$ cat src/rtl/cpu_datapath.sv
// cpu_datapath -- 8-bit accumulator CPU datapath driven by an external controller.
//   Holds PC, IR, OPR (operand byte), DR, ACC/carry and a small register file,
//   and generates the shared ROM/RAM address and strobes.
// Ports:
//   clk, rst          clock, asynchronous active-low reset
//   write_r .. ad_sel controller strobes; fetch = phase code (00/01/10)
//   ins               current opcode IR[7:5]
//   mem_addr          PC (ad_sel=0) or OPR (ad_sel=1)
//   rom_cs, rom_rd    ROM strobes (pass-through); rom_rdata ROM data
//   ram_cs/we/re      RAM strobes; ram_wdata = DR; ram_rdata RAM data
//   acc, carry        accumulator and carry of the last ADD
//   bus_err           sticky illegal-strobe-combination flag
module cpu_datapath #(
   parameter int RBITS = 5
) (
   input  logic       clk,
   input  logic       rst,
   input  logic       write_r,
   input  logic       read_r,
   input  logic       PC_en,
   input  logic       ac_ena,
   input  logic       ram_ena,
   input  logic       rom_ena,
   input  logic       ram_write,
   input  logic       ram_read,
   input  logic       rom_read,
   input  logic       ad_sel,
   input  logic [1:0] fetch,
   output logic [2:0] ins,
   output logic [7:0] mem_addr,
   output logic       rom_cs,
   output logic       rom_rd,
   input  logic [7:0] rom_rdata,
   output logic       ram_cs,
   output logic       ram_we,
   output logic       ram_re,
   output logic [7:0] ram_wdata,
   input  logic [7:0] ram_rdata,
   output logic [7:0] acc,
   output logic       carry,
   output logic       bus_err
);

   localparam int NREG = 1 << RBITS;

   localparam logic [2:0] OP_LDO = 3'b001;
   localparam logic [2:0] OP_LDA = 3'b010;
   localparam logic [2:0] OP_STO = 3'b011;
   localparam logic [2:0] OP_PRE = 3'b100;
   localparam logic [2:0] OP_ADD = 3'b101;

   logic [7:0] pc, ir, opr, dr, acc_q;
   logic       carry_q, expect_op, err_q;
   logic [7:0] regs [NREG];

   logic             fetch_cyc, is_long, illegal;
   logic [RBITS-1:0] ridx;

   assign ridx      = ir[RBITS-1:0];
   assign fetch_cyc = rom_ena & rom_read & ~ad_sel;
   // Opcode of the byte currently on the ROM bus decides whether an operand follows.
   assign is_long   = (rom_rdata[7:5] == OP_LDO) || (rom_rdata[7:5] == OP_LDA) ||
                      (rom_rdata[7:5] == OP_STO);
   assign illegal   = (ram_write & ram_read) | (rom_ena & ram_ena) | (write_r & read_r);

   assign ins       = ir[7:5];
   assign mem_addr  = ad_sel ? opr : pc;
   assign rom_cs    = rom_ena;
   assign rom_rd    = rom_read;
   assign ram_cs    = ram_ena;
   assign ram_we    = ram_ena & ram_write & (fetch == 2'b10);
   // Write wins over read on a conflicting request.
   assign ram_re    = ram_ena & ram_read & ~ram_write;
   assign ram_wdata = dr;
   assign acc       = acc_q;
   assign carry     = carry_q;
   assign bus_err   = err_q;

   always_ff @(posedge clk or negedge rst) begin
      if (!rst) begin
         pc        <= '0;
         ir        <= '0;
         opr       <= '0;
         dr        <= '0;
         acc_q     <= '0;
         carry_q   <= 1'b0;
         expect_op <= 1'b0;
         err_q     <= 1'b0;
         for (int i = 0; i < NREG; i++) regs[i] <= '0;
      end else begin
         if (PC_en) pc <= pc + 8'd1;

         // First byte of an instruction goes to IR; the second byte of a
         // long instruction goes to OPR.
         if (fetch_cyc) begin
            if (!expect_op) begin
               ir        <= rom_rdata;
               expect_op <= is_long;
            end else begin
               opr       <= rom_rdata;
               expect_op <= 1'b0;
            end
         end

         if (read_r && fetch == 2'b01) dr <= regs[ridx];

         if (ac_ena && fetch == 2'b01 && !write_r) begin
            case (ins)
               OP_PRE: begin
                  acc_q   <= dr;
                  carry_q <= 1'b0;
               end
               OP_ADD: {carry_q, acc_q} <= {1'b0, acc_q} + {1'b0, dr};
               default: ;
            endcase
         end

         // Source priority ACC > ROM > RAM; repeated writes of the same data are harmless.
         if (write_r) begin
            if (ac_ena)        regs[ridx] <= acc_q;
            else if (rom_read) regs[ridx] <= rom_rdata;
            else if (ram_read) regs[ridx] <= ram_rdata;
         end

         if (illegal) err_q <= 1'b1;
      end
   end

endmodule

$ cat config.mk
export PLATFORM = sky130hd
export DESIGN_NAME = cpu_datapath
export DESIGN_NICKNAME = d
export VERILOG_FILES = /design/src/rtl/cpu_datapath.sv
export SDC_FILE = /design/constraint.sdc
export NUM_CORES = 1
export LEC_CHECK = 0
export CAP_MARGIN = 20
export CORE_MARGIN = 2
export CORE_UTILIZATION = 65
export CTS_BUF_LIST = sky130_fd_sc_hd__clkbuf_16
export DETAILED_ROUTE_END_ITERATION = 16
export PLACE_DENSITY = 0.85
export SYNTH_ARGS = -nofsm -noshare
export SYNTH_HDL_FRONTEND = slang
export SYNTH_SLANG_ARGS = --single-unit
$ cat constraint.sdc
create_clock -name clk -period 3.5 [get_ports clk]
set_clock_uncertainty 0.15 [all_clocks]
set_input_delay 0.35 -clock clk [delete_from_list [all_inputs] [get_ports clk]]
set_output_delay 0.35 -clock clk [all_outputs]
set_load 0.005 [all_outputs]
# Word-level counts from Yosys, hierarchy flattened
# Index checks and enable logic that the tools add are counted.
# classes
addsub	2
mul	0
n_div	0
magnitude_cmp	2
n_eq_ne	7
n_shift	0
muxes	15
bitwise_logic	15
n_reduce_logical	13
# ops
cell	n
256-bit bitwise mux	3
256-bit two-way mux	3
8-bit binary-select mux with 5-bit select	1
8-bit demux with 5-bit select	1
8-bit two-way mux	4
8-bit one-hot mux with 2 select lines	1
8-bit by 8-bit adder with 9-bit output	1
1-bit bitwise AND	9
8-bit by 1-bit adder with 8-bit output, second input constant	1
2-bit AND reduction	4
3-bit by 2-bit equality test with 1-bit output, second input constant	2
3-bit equality test, second input constant	2
6-bit greater-or-equal comparator, second input constant	1
6-bit by 1-bit less-than comparator with 1-bit output, second input constant	1
5-bit inverter with 6-bit output	1
1-bit logical AND	4
3-bit by 1-bit equality test with 1-bit output, second input constant	1
1-bit inverter	3
3-bit nonzero test	1
2-bit by 1-bit equality test with 1-bit output, second input constant	1
2-bit equality test, second input constant	1
1-bit logical OR	2
1-bit OR	2
1-bit one-hot mux with 2 select lines	1
3 further kinds	3
# totals
regBits	299
latchBits	0
ram_bits	0
romBits	0
in_bits	30
output_inout_bits	34
word_cells	94
n_memories	0

# Longest topological paths before layout
# Gate-level depths: netlist of the first run.
# logic_depth
ltp_word	9
ltp_mapped	9
ltp_nobuf	9

# Worst setup path before layout of the first run
# Ideal clock, no wire load.
# synth_timing
path_kind	register to register
start	register dr[0] (netlist: ram_wdata[0])
end	register acc_q[6] (netlist: acc[6])
setup_ns	0.083
arrival_time_ns	1.882
required_ns	3.267
slack_ns	1.386
path_stages_with_launch	10
n_path_buf	0
synth_period_minus_slack_ns	2.114
cell_sequence	dfrtp_1 ha_1 inv_1 fa_1 nor2b_1 o31a_1 o21ai_0 nor3b_1 o31a_1 o21ai_0
# synth_between
elab_chain_cells	2
# synth_rtl
element	line_no	text
from (decl)	52	logic [7:0] pc, ir, opr, dr, acc_q;
from (signal assigned)	105	if (read_r && fetch == 2'b01) dr <= regs[ridx];
8-bit by 8-bit adder with 9-bit output	113	OP_ADD: {carry_q, acc_q} <= {1'b0, acc_q} + {1'b0, dr};
8-bit one-hot mux with 2 select lines	108	case (ins)
to (signal assigned)	110	acc_q <= dr;
to (signal assigned)	113	
to (decl)	52	
# No other way between the ends.
# A chain may end at the register's enable or synchronous reset.

# Final worst setup path of the first run
# layout_timing
start	register ir[0]
end	register dr[6] (netlist: ram_wdata[6])
# layout_between
elab_chain_cells	4
# layout_rtl
element	line_no	text
from (decl)	52	
from (signal assigned)	97	ir <= rom_rdata;
5-bit inverter with 6-bit output (not written as such)	105	
8-bit binary-select mux with 5-bit select	105	
8-bit two-way mux (not written as such) (2 in series)	105	
# No other way between the ends. The select of a mux whose other input is x is not followed.

==> results.py, run 1 <==
metrics = {
    "status": {
        "status": "finished, final reports clean",
    },
    "pwr": {
        "fin_total_pwr_mw": 13.2,
        "powerDensity_nw_per_um2": 828,
        "power.static_leakage_nw": 7.20,
        "irDropWorstVdd_v": 0.000511,
    },
    "route": {
        "met3WireLength_um": 4410,
        "detail_route.wirelength_um": 38900,
        "drt_drc_violations_left": 0,
        "vias_per_cell": 6.77,
        "route.detailed.wl_per_inst_um": 25.2,
        "route.layer.met1.wl_um": 14700,
        "dr_total_vias": 10442,
        "dr.pass1.iters": 5,
        "met2_length_um": 17600,
        "dr.first_iter.drc_count": 1129,
        "postRouteAntennaNets": 0,
        "dr.max_layer_used": "met4",
    },
    "grt": {
        "first_global_vias": 10474,
        "total_global_routing_overflow": 0,
        "globalRouteTotalUtil_pct": 35.3,
        "initial_antenna_violation_count": 0,
        "maximum_number_of_pins_on_one_net_before_global_route_repair": 95,
        "grt_first_pass_wirelength_um": 60200,
    },
    "cts": {
        "clkSinkCount": 299,
        "tritoncts_clock_tree": "yes",
        "clock_path_buffers": 3,
        "clock_buffer_count_from_cts": 31,
        "clk_pin_slew_ns": 0.06,
        "clk_tree_root_cell": "sky130_fd_sc_hd__clkbuf_16",
        "worst_skew_pair_latency_ns": 0.55,
        "ctsHtreeMaxLevel": 1,
    },
    "timing": {
        "whs_ns": 0.199,
        "grt_setup_unrepaired": "no",
        "layout_setup_ws_ns": 0.416,
        "finalMaxSlewViolations": 0,
        "layout_worst_path_cycle_share_pct": 88.1,
        "max_freq_mhz": 324,
        "headroom_to_the_max_slew_limit_pct": 33.3,
        "transition_time_of_the_tightest_slew_check_pin_ns": 0.994,
        "final.min_clock_period_ns": 3.08,
        "final-setup-viol-count": 0,
        "totalNegativeSetupSlack_ns": 0,
        "final_hold_viol_count": 0,
    },
    "placed_design": {
        "post-place-cells": 1486,
        "detailed_place_hpwl_um": 25300,
        "gp_routability_congestion": 0.998,
        "placedInstanceArea_um2": 15000,
        "pre_cts_setup_slack_ns": 0.703,
        "buffer_ports.inserted": 63,
    },
    "logic_synthesis": {
        "synth_nets": 1232,
        "synth_edf_count": 0,
        "synth.lib_cells_used.distinct": 61,
        "yosysTopAreaCellShare_pct": 53.0,
        "syn_avg_cell_area_um2": 11.8,
        "synth_top_flop_cell": "sky130_fd_sc_hd__dfrtp_1",
        "synthTopCellsByArea": "sky130_fd_sc_hd__dfrtp_1, sky130_fd_sc_hd__mux2_2, sky130_fd_sc_hd__o21ai_0",
        "netlist_top_cells_count": "sky130_fd_sc_hd__dfrtp_1, sky130_fd_sc_hd__nand2_1, sky130_fd_sc_hd__mux2_2, sky130_fd_sc_hd__o21ai_0, sky130_fd_sc_hd__mux2i_1",
        "async_flop_share_pct": 100,
        "mappedNetlistArea_um2": 14100,
        "ys_ff_latch": 299,
        "synthMostInstantiatedCell": "sky130_fd_sc_hd__dfrtp_1",
        "postSynthCellCount": 1192,
        "synth_largest_area_cell": "sky130_fd_sc_hd__dfrtp_1",
        "ys_seq_area_share_pct": 53.0,
        "yosysWarningCount": 0,
    },
    "critical_path": {
        "crit_required_ns": 3.75,
        "critical-path-top-delay-family": "compound AO/OA/AOI/OAI gates",
        "path_buf_inv": 1,
        "worst-setup-path-type": "reg2reg",
        "worstPathArrival_ns": 3.33,
        "timing.critical_path.to_type": "register",
        "worst_path_largest_cell_delay_ns": 0.84,
        "crit_path_cell_trace": "buf_4 -> mux2i_1 -> o22ai_1 -> a211oi_1 -> a31oi_1",
        "setup.worst_path.start_class": "register",
        "critical_path_peak_fanout": 34,
        "slowest_cell_on_the_critical_path": "sky130_fd_sc_hd__dfrtp_4",
    },
    "worst_hold_path": {
        "hold_path_class": "in2async",
    },
    "flow_run": {
        "max_cap_violations": 0,
    },
    "floorplanning": {
        "initial_core_util_pct": 66.7,
        "core_um2": 21200,
        "row_count": 53,
        "design.die.area_um2": 22900,
        "die_width_um": 151,
        "die_y_um": 151,
        "floorplan.io_pins": 64,
    },
    "finish": {
        "insertedDiodeCount": 0,
        "final_cell_area_um2": 16000,
        "syn_to_final_growth_pct": 13.2,
        "final_core_util_pct": 75.5,
        "fin_cells": 1543,
        "nNetsFinal": 1285,
        "fill_cells": 1296,
        "layout-drive-gt1-share_pct": 23.1,
    },
}
-- final timing paths --
kind / from / end / slack (ns) / cells past startpoint
worst max-delay path: ir[0] / ram_wdata[6] / 0.42 / 5
worst max register to register: ir[0] / ram_wdata[6] / 0.42 / 5
min in group clk: ram_read / bus_err / 0.32 / 3
worst min register to register: regs[165] / regs[165] / 0.33 / 2
worst min-delay path: rst / pc[6] / 0.20 / 2
max in group asynchronous: rst / regs[139] / 1.93 / 3
-- layer usage --
layer  track usage, %  up-vias
li1                 -     4384
met1             47.3     5225
met2             54.2      663
met3             8.86      170
met4             17.2        0
met5                0        -
-- cell type report --
class / count / area, um2 / area share (%)
sequential: 299 / 7490 / 46.9
multi-input combinational: 806 / 6160 / 38.6
timing repair buffer: 100 / 966 / 6.05
clock buffer: 31 / 776 / 4.86
tap: 275 / 344 / 2.15
clock inverter: 25 / 213 / 1.33
inverter: 7 / 26.3 / 0.164
-- state kept, by name, summed over array words and instances (netlist names) --
register   count
pc             8
opr            8
bus_err        1
acc            8
ir             8
carry          1
ram_wdata      8
expect_op      1
regs         256
-- cell families after synthesis --
family                   synth area share, %
buffers and inverters                   3.35
flip-flops                              53.0
AND/OR/NAND/NOR                         9.76
multiplexers                            22.6
adder cells (fa/ha/maj)                0.940
XOR/XNOR                               0.621
AO/OA/AOI/OAI                           9.69
-- where the power goes --
part | switching, mW | internal [mW] | total [mW]
combinational | 2.12 | 2.03 | 4.14
sequential | 1.02 | 4.84 | 5.86
clock | 1.33 | 1.89 | 3.22
-- timing repair --
item,in CTS,in global routing
setup buffers,0,0
endpoints found under the setup margin,0,0
gates resized for setup,0,0
hold buffers,1,0
endpoints found under the hold margin,65,0
-- placed cells by master, fill, tap and decap left out, types with 9 or more instances in the layout --
cell type / n
sky130_fd_sc_hd__nand3_1: 16
sky130_fd_sc_hd__o21ai_0: 143
sky130_fd_sc_hd__mux2_2: 159
sky130_fd_sc_hd__dfrtp_1: 297
sky130_fd_sc_hd__a21oi_1: 17
sky130_fd_sc_hd__mux4_2: 31
sky130_fd_sc_hd__nor2_1: 27
sky130_fd_sc_hd__ha_1: 9
sky130_fd_sc_hd__buf_4: 32
sky130_fd_sc_hd__clkbuf_16: 31
sky130_fd_sc_hd__mux2i_1: 62
sky130_fd_sc_hd__nor2_2: 12
sky130_fd_sc_hd__nand2_1: 185
sky130_fd_sc_hd__inv_1: 12
sky130_fd_sc_hd__o22ai_1: 19
sky130_fd_sc_hd__o21a_1: 9
sky130_fd_sc_hd__clkdlybuf4s50_1: 62
sky130_fd_sc_hd__clkinv_1: 10
-- worst reg2reg max path, cell delays in order (launching register included) --
cell and delay [ns]:
sky130_fd_sc_hd__dfrtp_4 0.84, sky130_fd_sc_hd__buf_4 0.57, sky130_fd_sc_hd__mux2i_1 0.36, sky130_fd_sc_hd__o22ai_1 0.18
sky130_fd_sc_hd__a211oi_1 0.67, sky130_fd_sc_hd__a31oi_1 0.17
Note: power is estimated with default switching activity, not from simulation.
==> run 2: changes to the inputs <==
--- a/config.mk
+++ b/config.mk
@@ -6,7 +6,6 @@
 export NUM_CORES = 1
 export LEC_CHECK = 0
 export CAP_MARGIN = 20
-export CORE_MARGIN = 2
 export CORE_UTILIZATION = 65
 export CTS_BUF_LIST = sky130_fd_sc_hd__clkbuf_16
 export DETAILED_ROUTE_END_ITERATION = 16
@@ -14,3 +13,4 @@
 export SYNTH_ARGS = -nofsm -noshare
 export SYNTH_HDL_FRONTEND = slang
 export SYNTH_SLANG_ARGS = --single-unit
+export TNS_END_PERCENT = 50
==> run 2 against run 1 <==
  * Clock power barely moved
  * Sequential power about the same
  * Utilization is 0.14 points lower
  * Non-clock buffer count decreased by 5
  * First-iteration DRC count grew 2.0%
  * Design area fell by 0.19%
  * Wire length about the same
  * Maximum frequency rose by 4.4%
  * Highest routed layer unchanged
  * Count of clock-buffer cells in the layout stayed put
  * Via count about the same
  * Critical path type unchanged
  * Sequential share of layout area is 0.088 points higher
  * Global-route usage is 1.3 points higher
==> results.py, run 2 (synthesized netlist as in run 1, its figures left out) <==
metrics = {
    "timing": {
        "layout_worst_path_cycle_share_pct": 84.4,
        "final.min_clock_period_ns": 2.95,
        "finalMaxSlewViolations": 0,
        "final-setup-viol-count": 0,
        "totalNegativeSetupSlack_ns": 0,
        "final_hold_viol_count": 0,
        "grt_setup_unrepaired": "no",
        "transition_time_of_the_tightest_slew_check_pin_ns": 1.15,
        "max_freq_mhz": 339,
        "headroom_to_the_max_slew_limit_pct": 23.4,
    },
    "finish": {
        "largest_register_ff_count": 256,
        "fill_cells": 1269,
        "nNetsFinal": 1279,
        "layout.cells.most_common_list": "sky130_fd_sc_hd__dfrtp_1, sky130_fd_sc_hd__nand2_1, sky130_fd_sc_hd__mux2_2",
        "syn_to_final_growth_pct": 13.0,
        "final_common_cell": "sky130_fd_sc_hd__dfrtp_1",
        "largest-register": "regs",
        "insertedDiodeCount": 0,
        "layout-drive-gt1-share_pct": 23.2,
        "final_cell_area_um2": 15900,
    },
    "worst_hold_path": {
        "hold_path_class": "in2async",
    },
    "critical_path": {
        "timing.rr.end": "ram_wdata[5]",
        "setup.worst_path.start_class": "register",
        "worst-setup-path-type": "reg2reg",
        "rr_worst_depth": 6,
        "critical_path_peak_fanout": 32,
        "worstReg2RegStart": "ir[0]",
        "timing.critical_path.to_type": "register",
        "reg2reg_slack_ns": 0.55,
        "crit_required_ns": 3.79,
        "worstPathArrival_ns": 3.24,
        "crit_path_cell_trace": "buf_4 -> mux2i_1 -> o22ai_1 -> nor3_1 -> a31oi_1 -> a21o_1",
        "cp-startpoint": "ir[0]",
        "worst_path_largest_cell_delay_ns": 0.77,
        "slowest_cell_on_the_critical_path": "sky130_fd_sc_hd__dfrtp_4",
    },
    "cts": {
        "tritoncts_clock_tree": "yes",
        "ctsHtreeMaxLevel": 1,
        "clock_path_buffers": 3,
        "clock_buffer_count_from_cts": 30,
        "clk_tree_root_cell": "sky130_fd_sc_hd__clkbuf_16",
        "cts_resized": 0,
        "worst_skew_pair_latency_ns": 0.56,
        "clkSinkCount": 299,
        "clk_pin_slew_ns": 0.06,
    },
    "route": {
        "dr.first_iter.drc_count": 1152,
        "vias_per_cell": 6.79,
        "dr.pass1.iters": 6,
        "detail_route.wirelength_um": 38900,
        "route.detailed.wl_per_inst_um": 25.3,
        "dr_total_vias": 10449,
        "drt_drc_violations_left": 0,
        "postRouteAntennaNets": 0,
    },
    "grt": {
        "initial_antenna_violation_count": 0,
        "grt_first_pass_wirelength_um": 60500,
        "first_global_vias": 10578,
        "maximum_number_of_pins_on_one_net_before_global_route_repair": 89,
        "total_global_routing_overflow": 0,
        "globalRouteTotalUtil_pct": 36.6,
    },
    "floorplanning": {
        "die_y_um": 149,
        "initial_core_util_pct": 66.7,
        "die_width_um": 149,
        "core_um2": 21200,
        "floorplan.io_pins": 64,
        "design.die.area_um2": 22300,
        "row_count": 53,
    },
    "placed_design": {
        "detailed_place_hpwl_um": 25400,
        "placedInstanceArea_um2": 14900,
        "gp_routability_congestion": 0.947,
        "buffer_ports.inserted": 63,
    },
    "pwr": {
        "clock_power_share_pct": 24.4,
        "netSwitchingPower_mw": 4.52,
        "internal_power_mw": 8.74,
        "power.static_leakage_nw": 7.19,
        "fin_total_pwr_mw": 13.3,
        "comb_power_share_pct": 31.2,
        "seqPwrFrac_pct": 44.4,
        "swShare_pct": 34.1,
        "powerDensity_nw_per_um2": 831,
        "irDropWorstVdd_v": 0.000628,
    },
    "status": {
        "status": "finished, final reports clean",
    },
    "flow_run": {
        "max_cap_violations": 0,
    },
}
run 2: cell types whose count changed in the layout (fill, tap and decap cells not counted), sizes merged:
cell      previous run  this run
buf                 37        32
clkinv              14        12
clkinvlp             1         2
inv                 13        14
run 2: per-stage QoR:
| step | setup WS, ns | util [%] | hold WS (ns) | cells |
|---|---|---|---|---|
| 2_1_floorplan | 1.39 | - | -0.0956 | 1192 |
| 3_3_place_gp | 0.753 | 70.6 | 0.257 | 1481 |
| 3_5_place_dp | 0.725 | 70.6 | 0.256 | 1481 |
| 4_1_cts | 0.727 | 75.4 | 0.278 | 1538 |
| 5_1_grt | 0.461 | 75.4 | 0.301 | 1538 |
| 6_report | 0.546 | 75.4 | 0.218 | 1538 |
run 2: what timing repair did:
action,in CTS,in global routing
endpoints found under the setup margin,0,0
hold buffers,1,0
setup buffers,0,0
endpoints found under the hold margin,84,0
run 2: power by group through the flow:
stage / clock [mW] / combinational [mW] / sequential, mW
final: 3.24 / 4.14 / 5.88
after global placement: 0 / 3.84 / 5.77
after CTS: 3.25 / 4.08 / 5.83
after global routing: 3.38 / 4.46 / 6.00
after detailed placement: 0 / 4.02 / 5.87
after floorplan: 0 / 2.90 / 5.42
run 2: area by class of cell:
| cell class | count | area (um2) | area share (%) |
|---|---|---|---|
| Multi-Input combinational cell | 806 | 6170 | 38.7 |
| Clock buffer | 31 | 776 | 4.87 |
| Sequential cell | 299 | 7490 | 47.0 |
| Timing Repair Buffer | 95 | 928 | 5.82 |
| Tap cell | 275 | 344 | 2.16 |
| Clock inverter | 25 | 216 | 1.36 |
| Inverter | 7 | 26.3 | 0.165 |
run 2: critical path, delay by kind of cell (launching register included):
kind                   cells  cell delay (ns)
multiplexers               1             0.26
AO/OA/AOI/OAI              3             0.51
flip-flops                 1             0.77
buffers and inverters      1             0.54
AND/OR/NAND/NOR            1             0.56
run 2: how the worst max path moves through the flow:
stage / slack, ns / endpoint / depth (start not counted)
4_1_cts: 0.73 / ram_wdata[5] / 6
3_3_place_gp: 0.75 / regs[78] / 6
3_5_place_dp: 0.73 / regs[188] / 6
6_report: 0.55 / ram_wdata[5] / 6
5_1_grt: 0.46 / ram_wdata[5] / 6
2_1_floorplan: 1.39 / acc[6] / 9
run 2: per-layer routing:
layer / global-route usage (%) / wire [um] / part of all wire, %
met2: 55.8 / 17500 / 45
met1: 48.8 / 14900 / 38
met5: 0 / 0 / 0
met4: 20.6 / 2370 / 6.1
met3: 8.23 / 4070 / 10
